## config.mk

```make
export PLATFORM = sky130hd
export DESIGN_NAME = serial_add_ctrl
export DESIGN_NICKNAME = d
export VERILOG_FILES = /design/src/rtl/serial_add_pkg.sv /design/src/rtl/fa_bit.sv /design/src/rtl/serial_add_ctrl.sv
export SDC_FILE = /design/constraint.sdc
export NUM_CORES = 1
export LEC_CHECK = 0
export ABC_CLOCK_PERIOD_IN_PS = 2200
export BUFFER_PORTS_ARGS = -buffer_cell sky130_fd_sc_hd__buf_2
export CORE_MARGIN = 3
export CORE_UTILIZATION = 40
export DETAILED_ROUTE_END_ITERATION = 12
export GPL_TIMING_DRIVEN = 0
export PLACE_DENSITY = 0.61
export SLEW_MARGIN = 20
export SYNTH_ARGS = -nofsm -noshare
export SYNTH_HDL_FRONTEND = slang
export SYNTH_SLANG_ARGS = --single-unit
```

## constraint.sdc

```tcl
create_clock -name clk -period 2.2 [get_ports clk]
set_input_delay 0.11 -clock clk [delete_from_list [all_inputs] [get_ports clk]]
set_output_delay 0.11 -clock clk [all_outputs]
set_load 0.005 [all_outputs]
```

## src/rtl/serial_add_pkg.sv

```systemverilog
// Shared types and constants for the bit-serial adder controller.
// Optional signed-overflow output is enabled by SERIAL_ADD_OVF_EN.
package serial_add_pkg;

    typedef enum logic [1:0] {
        IDLE = 2'd0,
        RUN  = 2'd1,
        DONE = 2'd2
    } sa_state_t;

    localparam int SA_WIDTH_DEF = 8;

    function automatic int sa_cnt_w(input int w);
        return (w < 2) ? 1 : $clog2(w);
    endfunction

endpackage

```

## src/rtl/fa_bit.sv

```systemverilog
// Combinational 1-bit full adder cell driven by the serial controller.
// Optional signed-overflow output is enabled by SERIAL_ADD_OVF_EN.
module fa_bit (
    input  logic a,
    input  logic b,
    input  logic c,
    output logic f,
    output logic c1
);

    assign f  = a ^ b ^ c;
    assign c1 = (a & b) | (c & (a ^ b));

endmodule

```

## src/rtl/serial_add_ctrl.sv

```systemverilog
// Bit-serial adder controller: LSB-first operand feed into fa_bit.
// Optional signed-overflow output ovf is enabled by SERIAL_ADD_OVF_EN.
module serial_add_ctrl
    import serial_add_pkg::*;
#(
    parameter int WIDTH = SA_WIDTH_DEF
) (
    input  logic             clk,
    input  logic             rst_n,
    input  logic             start,
    input  logic [WIDTH-1:0] op_a,
    input  logic [WIDTH-1:0] op_b,
    input  logic             cin,
    output logic             busy,
    output logic             done,
    output logic [WIDTH-1:0] sum,
    output logic             cout
`ifdef SERIAL_ADD_OVF_EN
    ,
    output logic             ovf
`endif
);

    localparam int CW = sa_cnt_w(WIDTH);
    localparam logic [CW-1:0] LAST = CW'(WIDTH - 1);

    sa_state_t        r_state;
    logic [WIDTH-1:0] r_sa;
    logic [WIDTH-1:0] r_sb;
    logic [WIDTH-2:0] r_acc;
    logic             r_carry;
    logic [CW-1:0]    r_cnt;
    logic             r_busy;
    logic             r_done;
    logic [WIDTH-1:0] r_sum;
    logic             r_cout;
`ifdef SERIAL_ADD_OVF_EN
    logic             r_ovf;
`endif

    logic             w_f;
    logic             w_c1;
    logic [WIDTH-1:0] w_acc_sh;

    fa_bit u_fa (
        .a  (r_sa[0]),
        .b  (r_sb[0]),
        .c  (r_carry),
        .f  (w_f),
        .c1 (w_c1)
    );

    // acc keeps only the upper WIDTH-1 bits; the new sum bit enters on top
    assign w_acc_sh = {w_f, r_acc};

    always_ff @(posedge clk or negedge rst_n) begin
        if (!rst_n) begin
            r_state <= IDLE;
            r_sa    <= '0;
            r_sb    <= '0;
            r_acc   <= '0;
            r_carry <= 1'b0;
            r_cnt   <= '0;
            r_busy  <= 1'b0;
            r_done  <= 1'b0;
            r_sum   <= '0;
            r_cout  <= 1'b0;
`ifdef SERIAL_ADD_OVF_EN
            r_ovf   <= 1'b0;
`endif
        end else begin
            r_done <= 1'b0;
            unique case (r_state)
                IDLE, DONE: begin
                    if (start) begin
                        r_sa    <= op_a;
                        r_sb    <= op_b;
                        r_carry <= cin;
                        r_cnt   <= '0;
                        r_acc   <= '0;
                        r_busy  <= 1'b1;
                        r_state <= RUN;
                    end else begin
                        r_state <= IDLE;
                    end
                end
                RUN: begin
                    r_acc   <= w_acc_sh[WIDTH-1:1];
                    r_sa    <= {1'b0, r_sa[WIDTH-1:1]};
                    r_sb    <= {1'b0, r_sb[WIDTH-1:1]};
                    r_carry <= w_c1;
                    r_cnt   <= r_cnt + 1'b1;
                    if (r_cnt == LAST) begin
                        r_sum   <= w_acc_sh;
                        r_cout  <= w_c1;
`ifdef SERIAL_ADD_OVF_EN
                        // carry flop here is the carry into the MSB
                        r_ovf   <= r_carry ^ w_c1;
`endif
                        r_done  <= 1'b1;
                        r_busy  <= 1'b0;
                        r_state <= DONE;
                    end
                end
                default: begin
                    r_busy  <= 1'b0;
                    r_state <= IDLE;
                end
            endcase
        end
    end

    assign busy = r_busy;
    assign done = r_done;
    assign sum  = r_sum;
    assign cout = r_cout;
`ifdef SERIAL_ADD_OVF_EN
    assign ovf  = r_ovf;
`endif

endmodule

```

=== Yosys cells after proc, flatten, opt, wreduce, memory -nomap -nowiden ===
Index checks and enable logic that the tools add are counted.

* Order comparisons: 0
* Div/mod/pow operators: 0
* Multiplexer cells: 18
* Multiply operators: 0
* Add/sub/neg operators: 1
* Reductions and logical operators: 6
* Shift operators: 0
* Bitwise logic cells: 5
* Eq/ne operators: 5

{| class="wikitable"
|+ Operator list
! cell !! count
|-
| $pmux W8 S2 || 2
|-
| $mux W8 || 2
|-
| $pmux W7 S2 || 1
|-
| $mux W7 || 1
|-
| $mux W1 || 6
|-
| $pmux W3 S2 || 1
|-
| $reduce_and A2 Y1 || 3
|-
| $ne A2 B2 Y1 const B || 2
|-
| $pmux W1 S2 || 2
|-
| $pmux W2 S2 || 1
|-
| $add A3 B1 Y3 const B || 1
|-
| $eq A3 B3 Y1 const B || 1
|-
| $mux W3 || 1
|-
| $and A1 B1 Y1 || 2
|-
| $eq A2 B1 Y1 const B || 1
|-
| $eq A2 B2 Y1 const B || 1
|-
| $logic_not A2 Y1 || 1
|-
| $mux W2 || 1
|-
| $reduce_bool A2 Y1 || 1
|-
| $reduce_or A2 Y1 || 1
|-
| $xor A1 B1 Y1 || 2
|-
| $or A1 B1 Y1 || 1
|}

* Latch bits: 0
* Memory bits (writable): 0
* Register bits after elaboration: 40
* Memories kept: 0
* Input bits: 20
* Output and inout bits: 11
* Bits in read-only memories: 0
* Logic and storage cells: 45

=== Logic depth before layout (Yosys ltp) ===
Gate-level depths: netlist (run 1).

* Word-level depth: 4
* Mapped depth: 5
* Depth with buffers taken out: 5

=== Hierarchy ===
Synthesis (run 1) repeated with hierarchy kept, for this count alone.

* Cells, all modules: 149
* Area total of the unflattened synthesis: 1798.0 um^2

{| class="wikitable"
|+ By module, submodules not included
! module !! cells an instance !! area an instance (um^2) !! sequential area each (um^2) !! instances
|-
| serial_add_ctrl || 148 || 1778.0 || 1001.0 || 1
|-
| fa_bit || 1 || 20.0 || 0.0 || 1
|}

=== Worst setup path after synthesis (run 1) ===
No wires, ideal clock.

* Path kind: register to register
* Start: register r_cnt[0]
* End: register r_cout (netlist: cout)
* Arrival time: 1.293 ns
* Stages on the path, launching flop included: 6
* Setup slack: 0.781 ns
* Path buffers: 1
* Path through: dfrtp_1 ha_1 ha_1 nand2_1 buf_6 mux2_4

* Cells in the longest elaborated chain, start to end: 2

{| class="wikitable"
|+ RTL lines
! item !! RTL line !! source
|-
| start: declaration || serial_add_ctrl.sv:32 || <nowiki>logic [CW-1:0] r_cnt;</nowiki>
|-
| start signal: assignment || serial_add_ctrl.sv:92 || <nowiki>r_cnt <= r_cnt + 1'b1;</nowiki>
|-
| $eq A3 B3 Y1 || serial_add_ctrl.sv:93 || <nowiki>if (r_cnt == LAST) begin</nowiki>
|-
| $reduce_and A2 Y1 (no line) || - ||
|-
| end signal: assignment || serial_add_ctrl.sv:95 || <nowiki>r_cout <= w_c1;</nowiki>
|-
| end: declaration || serial_add_ctrl.sv:36 || <nowiki>logic r_cout;</nowiki>
|}

No other way between the ends.
A chain may end at the register's enable or synchronous reset.

=== Worst setup path in the final report (run 1) ===
* Start: register r_cnt[0]
* End: register r_sum[2] (netlist: sum[2])

* Cells in the longest elaborated chain, start to end: 2

{| class="wikitable"
|+ RTL lines
! item !! RTL line !! source
|-
| $eq A3 B3 Y1 || serial_add_ctrl.sv:93 ||
|-
| $reduce_and A2 Y1 (no line) || - ||
|-
| end signal: assignment || serial_add_ctrl.sv:94 || <nowiki>r_sum <= w_acc_sh;</nowiki>
|-
| end: declaration || serial_add_ctrl.sv:35 || <nowiki>logic [WIDTH-1:0] r_sum;</nowiki>
|}

No other way between the ends.

==> key figures, run 1 <==
Route
  – DR pass1 iterations: 4
  – Routed WL per cell: 15.6 um
  – Vias: 1,335
  – Routed Antenna Nets: 0
  – DRT Wirelength: 3810 um
  – Vias per inst: 5.45
  – Iteration-0 DRC Markers: 63
  – # DRC: 0

Power
  – Leak pwr: 1.03 nW
  – PD cells: 1350 nW/um^2
  – Sw Pwr: 0.986 mW
  – Clock share of power: 19.8%
  – Switching Share: 33.1%
  – Power Internal: roughly 2 mW
  – Max VDD drop: 0.000735 V
  – Combinational fraction of design power: between 30% and 40%
  – Flop pwr share: 43.3%

Critical path
  – Crit path launch type: register
  – Critical R2R Launch: r_cnt[0]
  – WS Path Type: register to register
  – CP max FO: 10
  – Crit path DAT: roughly 1.7 ns
  – Worst path required time: 2.38 ns
  – Crit. End Element: register
  – CP startpoint: r_cnt[0]

GRT
  – Vias in the first global route: 1,388
  – Total grt overflow: 0
  – Global-route wire length before repair: 6690 um
  – GRT Total Usage: 16.0%
  – Pin count of the biggest net entering global routing: between 40 and 50
  – Initial antenna violation count: 0

Synthesis
  – Synth cell types: 23
  – Top cells by area, synth: dfrtp_1 53%, mux2i_1 9.6%, mux2_4 6.4%
  – Ys flop type: dfrtp_1
  – Syn Inst Count: 154
  – Mapped Area: 1880 um^2
  – Number of synthesized flops with an enable pin: 0
  – Post-synth top area share: 53.3%
  – Synth top cells by count: 40 x dfrtp_1, 18 x mux2i_1, 13 x a211oi_1, 13 x a21oi_1, 13 x nor2b_1
  – Post-Syn Area per Cell: 12.2 um^2
  – Mapped Nets: roughly 180
  – Area leader, netlist: dfrtp_1
  – Ys Warns: 0
  – Post-synthesis sequential area ratio: 53.3%
  – Count leader, synth: dfrtp_1
  – FFs w/ async S/R, synth: 100%
  – Synthesized flop and latch total: 40

Die
  – Full die area: 5550 um^2
  – Row count: 24
  – CORE AREA: 4440 um^2
  – Initial core utilization: 42.3%
  – Die X-Extent: ~75 um
  – Height of the chip: 74.5 um
  – I/O Pins: 31

Clock tree
  – Post-CTS Setup Bufs: 0
  – Worst skew pair latency: between 0.2 and 0.3 ns
  – Clock sink count: 40
  – H-tree Lvls: 2
  – Num CTS Buffers: 5
  – Max Buffers Root-to-Sink: 2
  – Clk pin slew, worst setup/hold paths: 0.08 ns
  – Cts repair resizes: 0
  – Root Driver: clkbuf_8
  – CTS tree: done
  – CTS Hold Bufs: 1

STA
  – Setup TNS: 0 ns
  – Crit path time final: between 1.5 and 2 ns
  – Final Skew: just under 0.006 ns
  – Unrepaired setup endpoints after global routing: no
  – Hold Slack: around 0.095 ns
  – Relative slew slack: between 40% and 50%
  – Maximum clock rate: approximately 660 MHz
  – Hold Vio Cnt, Final: 0
  – Final setup viols: 0
  – Final max-slew violation count: 0
  – Post-route clock period utilization: 69.2%
  – Worst Tran Pin Value: 0.879 ns

Finish
  – ANT cells: 0
  – Final instance area: about 2200 um^2
  – Fill cells: 419
  – Area Growth Syn to Fin: 17.7%
  – Share of layout cells above drive strength 1: 29.5%
  – Nets: 215

Placed design
  – Post-DP HPWL: approximately 2700 um
  – Count of buffers from port buffering: 30
  – DP Area: 2090 um^2
  – Final Wtd Congestion: 0.808

Worst hold path
  – Worst hold path class: primary input to register
  – Min-delay src: op_b[0]

Flow run
  – Max_cap viols: 0

Run status
  – Status: finished clean
==> sequential cells by signal, indices dropped and copies added, names as in the netlist <==
signal	count
done	1
r_cnt	3
r_acc	7
r_sb	8
r_sa	8
cout	1
r_carry	1
busy	1
r_state	2
sum	8
==> layout by cell type, fill, tap and decap left out, types with 2 or more instances in the layout <==
| cell | instances |
|---|---|
| dfrtp_1 | 40 |
| buf_2 | 33 |
| mux2i_1 | 18 |
| nor2b_1 | 13 |
| a211oi_1 | 13 |
| a21oi_1 | 13 |
| mux2_4 | 8 |
| a22o_1 | 7 |
| o21ai_0 | 6 |
| nand2_1 | 5 |
| clkbuf_8 | 5 |
| buf_4 | 4 |
| inv_1 | 4 |
| clkbuf_1 | 4 |
| nor2_1 | 3 |
| and3_1 | 2 |
| a221o_1 | 2 |
| nand3_1 | 2 |
| mux2_2 | 2 |
| ha_1 | 2 |
==> worst paths after layout <==
| kind | endpoint | slack (ns) | depth (start not counted) |
|---|---|---|---|
| max in group asynchronous | r_cnt[1] | 1.17 | 2 |
| setup reg to reg | sum[2] | 0.68 | 5 |
| hold reg to reg | sum[0] | 0.51 | 1 |
| min in group asynchronous | sum[1] | 0.46 | 2 |
| hold / removal | r_sb[0] | 0.1 | 3 |
| setup / recovery | sum[2] | 0.68 | 5 |
==> power groups by stage <==
| stage | Clock (mW) | Combinational (mW) | Sequential, mW |
|---|---|---|---|
| final | 0.588 | 1.10 | 1.29 |
| after global routing | 0.632 | 1.24 | 1.34 |
| after CTS | 0.597 | 1.12 | 1.29 |
| after detailed placement | 0 | 1.11 | 1.31 |
| after global placement | 0 | 1.07 | 1.28 |
| after floorplan | 0 | 0.824 | 1.25 |
==> per-layer routing <==
| metal | GRT usage (%) | vias up | share of wire (%) |
|---|---|---|---|
| met5 | 0 | - | 0 |
| met4 | 4.74 | 0 | 1.2 |
| met3 | 4.32 | 7 | 4.3 |
| met2 | 25.2 | 32 | 46 |
| met1 | 21.6 | 665 | 49 |
| li1 | - | 631 | - |
==> critical path, stage by stage, from the launching register on <==
cell and delay, ns:
dfrtp_1 0.40, ha_1 0.20, ha_1 0.21, nand2_1 0.11, buf_6 0.18, mux2_4 0.31
==> kinds of logic (layout without fill, tap and decap cells) <==
logic type	Yosys count	count (layout)	share of synthesized area [%]
buffers and inverters	15	54	4.40
multiplexers	28	28	17.2
AND/OR/NAND/NOR	26	26	7.66
AO/OA/AOI/OAI	42	42	15.1
flip-flops	40	40	53.3
adder cells (fa/ha/maj)	3	3	2.40
==> per-stage QoR <==
step / util, % / power (mW) / setup WS [ns] / std cells
floorplan: - / 2.08 / 0.781 / 154
finish: 49.7 / 2.98 / 0.677 / 245
global placement: 47.1 / 2.35 / 0.688 / 236
global route: 49.7 / 3.22 / 0.615 / 245
detailed placement: 47.1 / 2.41 / 0.659 / 236
CTS: 49.7 / 3.01 / 0.649 / 245
==> cell type report <==
type	count	area, um^2	share of cell area, %
Clock buffer	6	72.6	3.28
Multi-Input combinational cell	99	795	35.9
Tap cell	52	65.1	2.94
Clock inverter	2	35.0	1.58
Inverter	4	15.0	0.679
Buffer	11	67.6	3.06
Timing Repair Buffer	31	160	7.24
Sequential cell	40	1000	45.3
Note: power is estimated with default switching activity, not from simulation.
==> run 2, diff against run 1 <==
ABC_CLOCK_PERIOD_IN_PS = 1480   (was 2200)
clock period = 1.48 ns   (was 2.2 ns; I/O delays follow)
==> key figures, run 2 (synthesis results as in run 1) <==
Critical path
  – CP max FO: 5
  – Crit path launch type: register
  – WS Path Type: register to register
  – Crit. End Element: register
  – Crit-path slowest cell: dfrtp_1
  – Slowest stage delay, CP: 0.40 ns
  – Cell Chain, Critical Path: ha_1, ha_4, nand2_4, buf_8, mux2_4
  – Crit path DAT: 1.62 ns
  – Worst path required time: roughly 1.7 ns

GRT
  – Initial antenna violation count: 0
  – Global-route wire length before repair: 6820 um
  – Total grt overflow: 0
  – Pin count of the biggest net entering global routing: 41
  – GRT Total Usage: between 10% and 20%
  – Vias in the first global route: between 1,000 and 1,500

Clock tree
  – H-tree Lvls: 2
  – Worst skew pair latency: between 0.2 and 0.3 ns
  – Clock sink count: 40
  – Num CTS Buffers: 5
  – Clk pin slew, worst setup/hold paths: approximately 0.080 ns
  – Root Driver: clkbuf_8
  – CTS tree: done
  – Max Buffers Root-to-Sink: 2

Finish
  – Final instance area: 2250 um^2
  – Area Growth Syn to Fin: 20.0%
  – Commonest non-fill, non-tap cell in the layout: dfrtp_1
  – Utilization after layout: 50.7%
  – Share of layout cells above drive strength 1: 31.3%
  – ANT cells: 0
  – Nets: 217
  – Commonest non-fill, non-tap cells in the layout: 40 x dfrtp_1, 33 x buf_2, 18 x mux2i_1
  – Fill cells: 416

Route
  – DRT Wirelength: 3930 um
  – Iteration-0 DRC Markers: 59
  – Vias: 1,346
  – Routed Antenna Nets: 0
  – Vias per inst: 5.45
  – # DRC: 0
  – Routed WL per cell: 15.9 um
  – DR pass1 iterations: 4

STA
  – Final max-slew violation count: 0
  – Unrepaired setup endpoints after global routing: no
  – Post-route clock period utilization: 97.1%
  – Relative slew slack: between 40% and 50%
  – Final Skew: 0.00475 ns
  – Maximum clock rate: 696 MHz
  – Final setup viols: 0
  – Worst Tran Pin Value: 0.881 ns
  – Crit path time final: between 1 and 1.5 ns
  – Hold Vio Cnt, Final: 0

Die
  – CORE AREA: around 4400 um^2
  – I/O Pins: 31
  – Row count: 24
  – Initial core utilization: 42.3%
  – Height of the chip: 74.5 um
  – Full die area: 5550 um^2
  – Die X-Extent: 74.5 um

Power
  – Leak pwr: 1.05 nW
  – PD cells: between 1500 and 2000 nW/um^2
  – Tot Pwr: 4.49 mW
  – Max VDD drop: 0.00109 V

Worst hold path
  – Worst hold path class: primary input to register

Placed design
  – Post-DP HPWL: approximately 2700 um
  – Final Wtd Congestion: 0.808
  – Count of buffers from port buffering: 30
  – DP Area: 2090 um^2

Run status
  – Status: finished clean

Flow run
  – Max_cap viols: 0
-- run 2: repair_timing --
item,in CTS,in global routing
hold buffers,1,0
endpoints found under the setup margin,8,5
gates resized for setup,5,2
endpoints found under the hold margin,40,0
setup buffers,1,0
cloned,1,0
pin swaps,1,0
-- run 2: per-stage QoR --
stage	instances	setup WS, ns	hold WS [ns]	TNS, ns
detailed placement	236	-0.0607	0.244	-0.460
finish	247	0.0434	0.0572	0
floorplan	154	0.0615	-0.222	0
CTS	247	0.0156	0.0566	0
global route	247	0.00352	0.0772	0
global placement	236	-0.0324	0.244	-0.243
-- run 2: path summary, 6_finish.rpt --
kind	slack (ns)	depth (start not counted)	startpoint	endpoint
setup reg to reg	0.04	5	r_cnt[0]	sum[2]
hold / removal	0.06	3	op_b[0]	r_sb[0]
hold reg to reg	0.51	2	r_acc[0]	r_acc[0]
max in group asynchronous	0.48	2	rst_n	r_cnt[2]
min in group asynchronous	0.43	2	rst_n	sum[1]
setup / recovery	0.04	5	r_cnt[0]	sum[2]
-- run 2: final cells by class --
type | count | area, um^2 | area share [%]
flip-flops and latches | 40 | 1000 | 44.4
multi-input cells | 99 | 815 | 36.1
repair buffers | 33 | 179 | 7.94
clock buffers | 6 | 72.6 | 3.22
plain buffers | 11 | 71.3 | 3.16
well taps | 52 | 65.1 | 2.89
clock inverters | 2 | 35.0 | 1.55
inverters | 4 | 15.0 | 0.666
-- run 2: layer usage --
layer | share of wire (%) | global-route usage, %
met1 | 48 | 22.5
met2 | 46 | 25.6
met3 | 4.6 | 4.32
met4 | 1.1 | 4.74
met5 | 0 | 0
-- run 2: power by group --
group	total (mW)	leakage, nW	switching (mW)	internal, mW
Combinational	1.69	0.504	0.784	0.909
Sequential	1.93	0.492	0.343	1.58
Clock	0.873	0.0552	0.373	0.500
Total	4.49	1.05	1.50	2.99
-- run 2: worst max-delay path, delay by kind of cell, from the launching register on --
family,cells,cell delay [ns]
flops,1,0.40
simple gates,1,0.09
mux,1,0.30
fa+ha+maj,2,0.41
buf+inv,1,0.13
